**config.mk**
```make
export PLATFORM = sky130hd
export DESIGN_NAME = uart_tx_arbiter_flat
export DESIGN_NICKNAME = d
export VERILOG_FILES = /design/src/rtl/uart_tx_arbiter_if.sv /design/src/rtl/uart_tx_arbiter.sv /design/src/flat_wrapper.sv
export SDC_FILE = /design/constraint.sdc
export NUM_CORES = 1
export LEC_CHECK = 0
export CELL_PAD_IN_SITES_DETAIL_PLACEMENT = 1
export CELL_PAD_IN_SITES_GLOBAL_PLACEMENT = 1
export CORE_MARGIN = 2
export CORE_UTILIZATION = 29
export CTS_CLUSTER_DIAMETER = 100
export DETAILED_ROUTE_END_ITERATION = 7
export GPL_ROUTABILITY_DRIVEN = 0
export GPL_TIMING_DRIVEN = 0
export PLACE_DENSITY = 0.87
export REMOVE_ABC_BUFFERS = 1
export SETUP_SLACK_MARGIN = 0.15
export SLEW_MARGIN = 10
export SYNTH_ARGS = -nofsm -noshare
export SYNTH_HDL_FRONTEND = slang
export SYNTH_SLANG_ARGS = --single-unit
```
**constraint.sdc**
```tcl
create_clock -name clk -period 2.17 [get_ports clk]
set_input_delay 0.434 -clock clk [delete_from_list [all_inputs] [get_ports clk]]
set_output_delay 0.434 -clock clk [all_outputs]
set_load 0.02 [all_outputs]
```
**src/rtl/uart_tx_arbiter_if.sv**
```systemverilog
// Requester-side and uart_tx-side signal bundle of uart_tx_arbiter.
// master = arbiter side, slave = requesters plus uart_tx (or a bench standing in for them).
interface uart_tx_arbiter_if #(
  parameter int NREQ         = 4,
  parameter int PAYLOAD_BITS = 8
);
  logic [NREQ-1:0]                   req;
  logic [NREQ-1:0]                   req_valid;
  logic [NREQ-1:0][PAYLOAD_BITS-1:0] req_data;
  logic [NREQ-1:0]                   req_last;
  logic [NREQ-1:0]                   req_ready;
  logic [NREQ-1:0]                   grant;
  logic                              uart_tx_busy;
  logic                              uart_tx_en;
  logic [PAYLOAD_BITS-1:0]           uart_tx_data;
  logic [1:0]                        state;
  logic                              arb_timeout;

  modport master (
    input  req, req_valid, req_data, req_last, uart_tx_busy,
    output req_ready, grant, uart_tx_en, uart_tx_data, state, arb_timeout
  );

  modport slave (
    output req, req_valid, req_data, req_last, uart_tx_busy,
    input  req_ready, grant, uart_tx_en, uart_tx_data, state, arb_timeout
  );
endinterface

```
**src/rtl/uart_tx_arbiter.sv**
```systemverilog
// Round-robin, message-granular arbiter sharing one uart_tx between NREQ byte streams.
// Define UART_ARB_TIMEOUT_EN to revoke a grant after TIMEOUT_CYC stalled LOAD cycles.
module uart_tx_arbiter #(
  parameter int NREQ         = 4,
  parameter int PAYLOAD_BITS = 8,
  parameter int TIMEOUT_CYC  = 1_000_000
) (
  input  logic               clk,
  input  logic               resetn,
  uart_tx_arbiter_if.master  bus
);
  localparam int PW = (NREQ > 1) ? $clog2(NREQ) : 1;

  localparam logic [1:0] IDLE      = 2'd0;
  localparam logic [1:0] LOAD      = 2'd1;
  localparam logic [1:0] WAIT_BUSY = 2'd2;
  localparam logic [1:0] WAIT_DONE = 2'd3;

  logic [1:0]    st;
  logic [PW-1:0] ptr, gidx, gnext, pick, idx;
  logic          found, last_q, to_hit;

  assign bus.state = st;
  assign gnext     = PW'((int'(gidx) + 1) % NREQ);

  // First pending requester at or after ptr, wrapping.
  always_comb begin
    found = 1'b0;
    pick  = '0;
    idx   = '0;
    for (int k = 0; k < NREQ; k++) begin
      idx = PW'((int'(ptr) + k) % NREQ);
      if (!found && bus.req[idx]) begin
        found = 1'b1;
        pick  = idx;
      end
    end
  end

`ifdef UART_ARB_TIMEOUT_EN
  localparam int TW = $clog2(TIMEOUT_CYC + 1);
  logic [TW-1:0] to_cnt;

  // Counts only consecutive stalled LOAD cycles; any other state holds it at 0.
  always_ff @(posedge clk) begin
    if (!resetn || st != LOAD || bus.req_valid[gidx]) to_cnt <= '0;
    else                                              to_cnt <= to_cnt + 1'b1;
  end

  assign to_hit = (st == LOAD) && !bus.req_valid[gidx] && (to_cnt == TW'(TIMEOUT_CYC - 1));
`else
  assign to_hit = 1'b0;
`endif

  always_ff @(posedge clk) begin
    if (!resetn) begin
      st               <= IDLE;
      ptr              <= '0;
      gidx             <= '0;
      last_q           <= 1'b0;
      bus.grant        <= '0;
      bus.req_ready    <= '0;
      bus.uart_tx_en   <= 1'b0;
      bus.uart_tx_data <= '0;
      bus.arb_timeout  <= 1'b0;
    end else begin
      bus.req_ready   <= '0;
      bus.uart_tx_en  <= 1'b0;
      bus.arb_timeout <= 1'b0;
      case (st)
        IDLE: if (found) begin
          gidx      <= pick;
          bus.grant <= NREQ'(1) << pick;
          st        <= LOAD;
        end
        LOAD: begin
          if (bus.req_valid[gidx] && !bus.uart_tx_busy) begin
            bus.uart_tx_data <= bus.req_data[gidx];
            bus.uart_tx_en   <= 1'b1;
            bus.req_ready    <= NREQ'(1) << gidx;
            last_q           <= bus.req_last[gidx];
            st               <= WAIT_BUSY;
          end else if (!bus.req[gidx] || to_hit) begin
            // Owner withdrew or stalled too long: release, owner drops to lowest priority.
            bus.grant       <= '0;
            bus.arb_timeout <= to_hit && bus.req[gidx];
            ptr             <= gnext;
            st              <= IDLE;
          end
        end
        WAIT_BUSY: if (bus.uart_tx_busy) st <= WAIT_DONE;
        WAIT_DONE: if (!bus.uart_tx_busy) begin
          if (last_q) begin
            bus.grant <= '0;
            ptr       <= gnext;
            st        <= IDLE;
          end else begin
            st <= LOAD;
          end
        end
        default: st <= IDLE;
      endcase
    end
  end
endmodule
```
**src/flat_wrapper.sv**
```systemverilog
// flat-port wrapper written by rule: the top's interface ports become plain ports
module uart_tx_arbiter_flat 
#(
  parameter int NREQ         = 4,
  parameter int PAYLOAD_BITS = 8,
  parameter int TIMEOUT_CYC  = 1_000_000
)
  (clk, resetn, bus_req, bus_req_valid, bus_req_data, bus_req_last, bus_uart_tx_busy, bus_req_ready, bus_grant, bus_uart_tx_en, bus_uart_tx_data, bus_state, bus_arb_timeout);
  uart_tx_arbiter_if #(.NREQ(NREQ), .PAYLOAD_BITS(PAYLOAD_BITS)) bus_i ();
  input  logic clk;
  input  logic resetn;
  input wire logic [$bits(bus_i.req)-1:0] bus_req;
  input wire logic [$bits(bus_i.req_valid)-1:0] bus_req_valid;
  input wire logic [$bits(bus_i.req_data)-1:0] bus_req_data;
  input wire logic [$bits(bus_i.req_last)-1:0] bus_req_last;
  input wire logic [$bits(bus_i.uart_tx_busy)-1:0] bus_uart_tx_busy;
  output wire logic [$bits(bus_i.req_ready)-1:0] bus_req_ready;
  output wire logic [$bits(bus_i.grant)-1:0] bus_grant;
  output wire logic [$bits(bus_i.uart_tx_en)-1:0] bus_uart_tx_en;
  output wire logic [$bits(bus_i.uart_tx_data)-1:0] bus_uart_tx_data;
  output wire logic [$bits(bus_i.state)-1:0] bus_state;
  output wire logic [$bits(bus_i.arb_timeout)-1:0] bus_arb_timeout;
  assign bus_i.req = bus_req;
  assign bus_i.req_valid = bus_req_valid;
  assign bus_i.req_data = bus_req_data;
  assign bus_i.req_last = bus_req_last;
  assign bus_i.uart_tx_busy = bus_uart_tx_busy;
  assign bus_req_ready = bus_i.req_ready;
  assign bus_grant = bus_i.grant;
  assign bus_uart_tx_en = bus_i.uart_tx_en;
  assign bus_uart_tx_data = bus_i.uart_tx_data;
  assign bus_state = bus_i.state;
  assign bus_arb_timeout = bus_i.arb_timeout;
  uart_tx_arbiter #(.NREQ(NREQ), .PAYLOAD_BITS(PAYLOAD_BITS), .TIMEOUT_CYC(TIMEOUT_CYC)) u_core (.clk(clk), .resetn(resetn), .bus(bus_i));
endmodule
```
==> reports/metrics.csv, run 1 <==
stage,metric,value,unit
run_status,outcome,"complete, no violations",
logic_synthesis,average size of a mapped cell,10.3,um^2
route,DRT iter0 DRCs,38,
cts,clock-pin slew on the worst setup and hold paths,0.08,ns
cells_and_area,Nets,240,
placement,DPL Wire Length,2710,um
timing,RSZ-0062 raised after global routing,false,
logic_synthesis,Yosys warnings,0,
route,vias per inst,5.05,
setup_path,Critical Path Source,bus_uart_tx_busy,
cells_and_area,area delta synth->final,54.6,%
logic_synthesis,post-synthesis compound-gate area fraction,0.118,
timing,Slew @ Worst Pin,0.506,ns
route,met2 WL,1850,um
route,remaining routing DRC violations,0,
logic_synthesis,post-synth cell types,44,
floorplan,die height,72.2,um
logic_synthesis,simple-gate area share of the yosys netlist,0.147,
timing,Max Clock Skew,0.00277,ns
floorplan,FP Rows,24,
floorplan,Initial Utilization,0.306,
floorplan,core area,0.00441,mm^2
route,met3 wire len,213,um
cts,Clock Latency Late Sink,0.26,ns
setup_path,critical path peak fanout,9,
route,routed len/inst,14.6,um
cts,CTS tree,yes,
timing,period utilisation layout,0.886,
job,Maximum Capacitance Violations,0,
logic_synthesis,post-synthesis cell count,131,
cts,CTS Sinks,24,
grt,Total GRT Usage,0.148,
power,Peak supply drop,236,uV
grt,grt ovf,0,
floorplan,DIE AREA,0.00522,mm^2
route,Routed WL,3550,um
placement,dpl cell area,0.00199,mm^2
min_path,Hold Path Class,reg -> reg,
grt,first-pass GRT wire length,6140,um
power,PD cells,565,mW/mm^2
logic_synthesis,Post-Synth Adder-Cell Area,0,
min_path,Hold Path Depth,1,
cts,CTS Buf Count,3,
setup_path,Setup crit start kind,input pin,
logic_synthesis,post-synthesis xor/xnor area fraction,0.0130,
setup_path,Worst setup EP type,flip-flop,
floorplan,die width,72.2,um
cts,Root Driver,clkbuf_8,
cts,Max Buffers Root-to-Sink,2,
logic_synthesis,post-synthesis sequential area ratio,0.356,
power,Leakage,0.835,nW
logic_synthesis,main combinational cell family by area after synthesis,multiplexers,
setup_path,R2R cell count,5,
timing,Fmax,0.520,GHz
cells_and_area,layout cell share with drive strength beyond 1,0.141,
route,routed length on met1,1450,um
grt,initial antenna violation count,0,
setup_path,crit path kind,in -> reg,
timing,Hold Fails Final Rpt,0,
logic_synthesis,synthesized cell area,0.00135,mm^2
timing,Setup TNS,0,ns
cts,CTS H-tree depth,1,
cells_and_area,Final Cell Area,0.00209,mm^2
timing,Max Slew Vio Count,0,
grt,largest net degree at the start of global routing,20,
min_path,hold_sp,u_core.bus.grant[1],
grt,vias in the first global route,1287,
route,via count,1228,
timing,Final setup viols,0,
timing,Max-slew headroom,0.662,
floorplan,io pins,67,
power,Final Power,1.18,mW
setup_path,critical path required time,2.31,ns
route,uppermost layer routed,met4,
timing,Tmin final,1.92,ns
route,DRT Pass-1 Iters,4,
logic_synthesis,post-synthesis mux area share,0.288,
setup_path,Worst R2R Start,u_core.gidx[0],
cells_and_area,ant diodes,0,
route,remaining antenna violation count,0,
logic_synthesis,#FFs+latches synth,24,
setup_path,CP arrival,2.06,ns
cts,Hold Buf Count CTS,0,
placement,buffers added on ports,65,
cells_and_area,fillers,503,
[where the power goes]
group	total (mW)	internal, mW	switching (mW)
Clock	0.260	0.124	0.136
Combinational	0.387	0.237	0.150
Sequential	0.531	0.475	0.0564
[registers in the layout, summed over array words and instances, names as in the netlist, named ones only]
signal	count
u_core.bus.uart_tx_data	8
u_core.bus.grant	4
u_core.bus.req_ready	4
u_core.gidx	2
u_core.ptr	2
u_core.bus.state	1
u_core.bus.uart_tx_en	1
u_core.last_q	1
[logic make-up after synthesis]
kind of cell | after synthesis
XOR/XNOR | 2
multiplexers | 27
buffers and inverters | 18
other | 1
AND/OR/NAND/NOR | 38
AO/OA/AOI/OAI | 21
flip-flops | 24
[worst max-delay path, cell delays in order]
cell,delay [ns]
clkdlybuf4s50_1,0.52
or3b_1,0.44
o22ai_4,0.17
nand2_4,0.11
buf_12,0.16
mux2i_1,0.16
nor2_1,0.05
[repair_timing]
item                                    4_1_cts  5_1_grt
endpoints found under the setup margin       22       17
resized for setup                             2        6
hold endpoints to repair                      0        0
cloned                                        0        0
pin swaps                                     0        2
setup buffers                                 0        2
[layout by cell type (no fill, tap or decap), types with 3 or more instances in the layout]
cell / Yosys / final
mux4_2: 9 / 9
a21oi_1: 3 / 3
clkdlybuf4s50_1: 0 / 63
o21ai_0: 3 / 3
dfxtp_1: 24 / 21
mux2i_1: 16 / 16
inv_1: 8 / 8
nand3_1: 3 / 3
clkbuf_8: 0 / 3
nand2_1: 6 / 6
nor2_1: 14 / 14
[cell type report]
class / instances / area, um^2 / share of cell area
clock buffer: 3 / 41.3 / 0.0198
inverter: 8 / 30.0 / 0.0144
multi-input combinational: 89 / 781 / 0.374
sequential: 24 / 487 / 0.233
tap: 52 / 65.1 / 0.0312
timing repair buffer: 67 / 683 / 0.327
[metrics by stage]
step | instances | hold slack [ns] | utilization | setup WS [ns]
after floorplan | 121 | 0.438 | - | 0.230
after global placement | 238 | 0.437 | 0.452 | -0.180
after detailed placement | 238 | 0.453 | 0.452 | -0.220
after CTS | 241 | 0.473 | 0.463 | 0.161
after global routing | 243 | 0.498 | 0.473 | 0.182
final | 243 | 0.469 | 0.473 | 0.247
[path summary, 6_finish.rpt]
kind | endpoint | slack, ns
worst max-delay path | u_core.bus.uart_tx_data[5] | 0.25
worst min-delay path | u_core.bus.grant[1] | 0.47
worst max register to register | u_core.bus.grant[3] | 0.36
worst min register to register | u_core.bus.grant[1] | 0.47
[Yosys cell counts, drive strengths merged]
master   count  share of area
and3         3          0.018
nand3        3          0.011
conb         1         0.0028
o21ai        3          0.011
inv          8          0.022
or4          1         0.0083
nand3b       1         0.0056
clkbuf       1         0.0028
nand2        7          0.021
nand4        1         0.0046
nor2        15          0.044
or3b         1         0.0065
nor4         2         0.0093
o22ai        2          0.014
nor2b        1         0.0046
xor2         2          0.013
buf          9          0.050
a31oi        1         0.0046
nand2b       1         0.0046
o31ai        1         0.0056
dfxtp       24           0.36
mux2i       16           0.12
a21oi        4          0.018
mux4         9           0.15
a22o         2          0.013
nor3         1         0.0037
o2bb2ai      1         0.0065
mux2         2          0.019
a2bb2oi      1         0.0065
o21a         1         0.0056
or2b         1         0.0065
a221oi       2          0.013
a21o         1         0.0056
a221o        1         0.0074
o22a         1         0.0074
[layer usage]
metal,vias up,GRT usage
met4,0,0.0503
met2,34,0.264
met5,-,0
met3,4,0.0250
met1,593,0.179
li1,597,-
No activity file was read; power rests on OpenSTA's default activity.
==> run 2, diff against run 1 <==
--- a/config.mk
+++ b/config.mk
@@ -5,11 +5,10 @@
 export SDC_FILE = /design/constraint.sdc
 export NUM_CORES = 1
 export LEC_CHECK = 0
-export CELL_PAD_IN_SITES_DETAIL_PLACEMENT = 1
+export CELL_PAD_IN_SITES_DETAIL_PLACEMENT = 0
 export CELL_PAD_IN_SITES_GLOBAL_PLACEMENT = 1
 export CORE_MARGIN = 2
 export CORE_UTILIZATION = 29
-export CTS_CLUSTER_DIAMETER = 100
 export DETAILED_ROUTE_END_ITERATION = 7
 export GPL_ROUTABILITY_DRIVEN = 0
 export GPL_TIMING_DRIVEN = 0
==> reports/metrics.csv, run 2 (synthesis results as in run 1) <==
stage,metric,value,unit,change
run_status,outcome,"complete, no violations",,
cts,CTS Buf Count,3,,unchanged
cells_and_area,Largest register FFs,8,,unchanged
power,switching part of the total,0.280,,-0.0108
cts,Root Driver,clkbuf_8,,
grt,first-pass GRT wire length,5350,um,-13%
floorplan,io pins,67,,unchanged
route,remaining antenna violation count,0,,unchanged
floorplan,die height,72.2,um,unchanged
cts,Max Buffers Root-to-Sink,2,,unchanged
setup_path,CP max stage cell,clkdlybuf4s50_1,,
cts,clock-pin slew on the worst setup and hold paths,0.08,ns,about the same
floorplan,core area,0.00441,mm^2,unchanged
power,sw power,0.337,mW,-1.7%
placement,buffers added on ports,65,,unchanged
power,Int Power,0.867,mW,+3.7%
placement,dpl cell area,0.00199,mm^2,unchanged
cells_and_area,Final Cell Area,0.00208,mm^2,-0.36%
power,Clock Power Share,0.247,,+0.026
setup_path,critical path peak fanout,6,,-3
route,via count,1185,,-3.5%
floorplan,DIE AREA,0.00522,mm^2,unchanged
timing,Tmin final,1.94,ns,+0.0140 ns
cts,CTS Sinks,24,,unchanged
timing,Slew @ Worst Pin,0.521,ns,+0.0152 ns
power,sequential fraction of design power,0.440,,-0.011
power,PD cells,579,mW/mm^2,+2.5%
timing,Hold Fails Final Rpt,0,,unchanged
cells_and_area,area delta synth->final,54.0,%,
min_path,hold_sp,u_core.bus.grant[1],,
cts,CTS tree,yes,,
cells_and_area,layout cell share with drive strength beyond 1,0.141,,unchanged
route,Routed WL,3150,um,-11%
power,Peak supply drop,310,uV,+32%
route,DRT Pass-1 Iters,4,,unchanged
floorplan,Initial Utilization,0.306,,unchanged
placement,placed insts,238,,unchanged
cells_and_area,Finished Layout Cells,243,,unchanged
timing,RSZ-0062 raised after global routing,false,,
grt,grt ovf,0,,unchanged
setup_path,Worst R2R Start,u_core.gidx[0],,
timing,Max Slew Vio Count,0,,unchanged
timing,Final setup viols,0,,unchanged
route,vias per inst,4.88,,-3.5%
timing,Max-slew headroom,0.652,,-0.0102
setup_path,Critical Path Source,bus_uart_tx_busy,,
cells_and_area,most frequent cells in the layout,"clkdlybuf4s50_1, dfxtp_1, mux2i_1, nor2_1, mux4_2",,
setup_path,max incr delay on CP,0.52,ns,about the same
setup_path,Setup crit start kind,input pin,,
cells_and_area,Biggest register,u_core.bus.uart_tx_data,,
setup_path,crit path kind,in -> reg,,
grt,largest net degree at the start of global routing,20,,unchanged
cells_and_area,ant diodes,0,,unchanged
cts,Clock Latency Late Sink,0.26,ns,about the same
power,logic gate share of total power,0.314,,-0.015
timing,Max Clock Skew,0.00226,ns,-0.000511 ns
timing,Fmax,0.516,GHz,-0.72%
power,Leakage,0.829,nW,-0.74%
grt,vias in the first global route,1174,,-8.8%
route,routed len/inst,13.0,um,-11%
grt,Total GRT Usage,0.130,,-0.0184
floorplan,die width,72.2,um,unchanged
cts,setup bufs post-CTS,0,,unchanged
floorplan,FP Rows,24,,unchanged
job,Maximum Capacitance Violations,0,,unchanged
setup_path,Worst setup EP type,flip-flop,,
cells_and_area,biggest regs,"u_core.bus.uart_tx_data x8, u_core.bus.grant x4, u_core.bus.req_ready x4",,
setup_path,critical path required time,2.38,ns,+0.07 ns
setup_path,crit path cell chain,clkdlybuf4s50_1 -> or3b_1 -> o22ai_4 -> o31ai_1 -> a21oi_2 -> a22o_1,,
cells_and_area,fin util,0.471,,-0.00170
cells_and_area,Nets,239,,-0.42%
timing,period utilisation layout,0.893,,+0.00643
route,remaining routing DRC violations,0,,unchanged
cts,CTS H-tree depth,1,,unchanged
setup_path,CP arrival,2.15,ns,+0.09 ns
placement,DPL Wire Length,2320,um,-14%
min_path,Hold Path Class,reg -> reg,,
route,DRT iter0 DRCs,40,,+5.3%
grt,initial antenna violation count,0,,unchanged
cells_and_area,"commonest non-fill, non-tap cell in the layout",clkdlybuf4s50_1,,
==> run 2: cell types whose count changed in the layout (fill, tap and decap cells not counted) <==
cell	previous run	this run
buf_12	1	0
buf_4	1	0
nand2_2	0	1
clkbuf_8	3	4
==> run 2: layout make-up <==
cell class / instances / area, um^2
Fill cell: 460 / 2330
Sequential cell: 24 / 487
Timing Repair Buffer: 65 / 656
Tap cell: 52 / 65.1
Clock buffer: 4 / 55.1
Multi-Input combinational cell: 90 / 787
Inverter: 8 / 30.0
==> run 2: routing by layer <==
metal,share of wire,track usage,wire length (um)
met1,0.44,0.161,1400
met2,0.48,0.221,1510
met3,0.068,0.0250,213
met4,0.010,0.0503,32
met5,0,0,0
==> run 2: worst paths after layout <==
path	endpoint	slack [ns]	cells after the start
max	u_core.bus.grant[3]	0.23	6
min	u_core.bus.grant[1]	0.46	1
max reg2reg	u_core.bus.grant[3]	0.32	5
min reg2reg	u_core.bus.grant[1]	0.46	1
==> run 2: power by group through the flow <==
stage	logic, mW	clock network [mW]	registers (mW)
floorplan	0.188	0	0.553
finish	0.377	0.297	0.529
CTS	0.375	0.309	0.531
global placement	0.371	0	0.540
global route	0.408	0.325	0.539
detailed placement	0.374	0	0.540
==> run 2: per-stage QoR <==
| stage | setup TNS (ns) | power, mW | setup WS [ns] | hold WS (ns) |
|---|---|---|---|---|
| floorplan | 0 | 0.741 | 0.230 | 0.438 |
| global placement | -1.61 | 0.911 | -0.180 | 0.437 |
| detailed placement | -1.81 | 0.913 | -0.191 | 0.442 |
| CTS | 0 | 1.21 | 0.197 | 0.462 |
| global route | 0 | 1.27 | 0.153 | 0.490 |
| finish | 0 | 1.20 | 0.233 | 0.457 |
==> run 2: repair_timing <==
item,4_1_cts,5_1_grt
pin swaps,0,1
hold buffers,0,0
setup endpoints to repair,22,7
gates cloned,0,1
resized for setup,3,5
==> run 2: worst max-delay path, delay by kind of cell <==
kind / cells / cell delay [ns]
AOI/OAI and AO/OA: 4 / 0.76
buffers and inverters: 1 / 0.52
and+or+nand+nor: 1 / 0.43
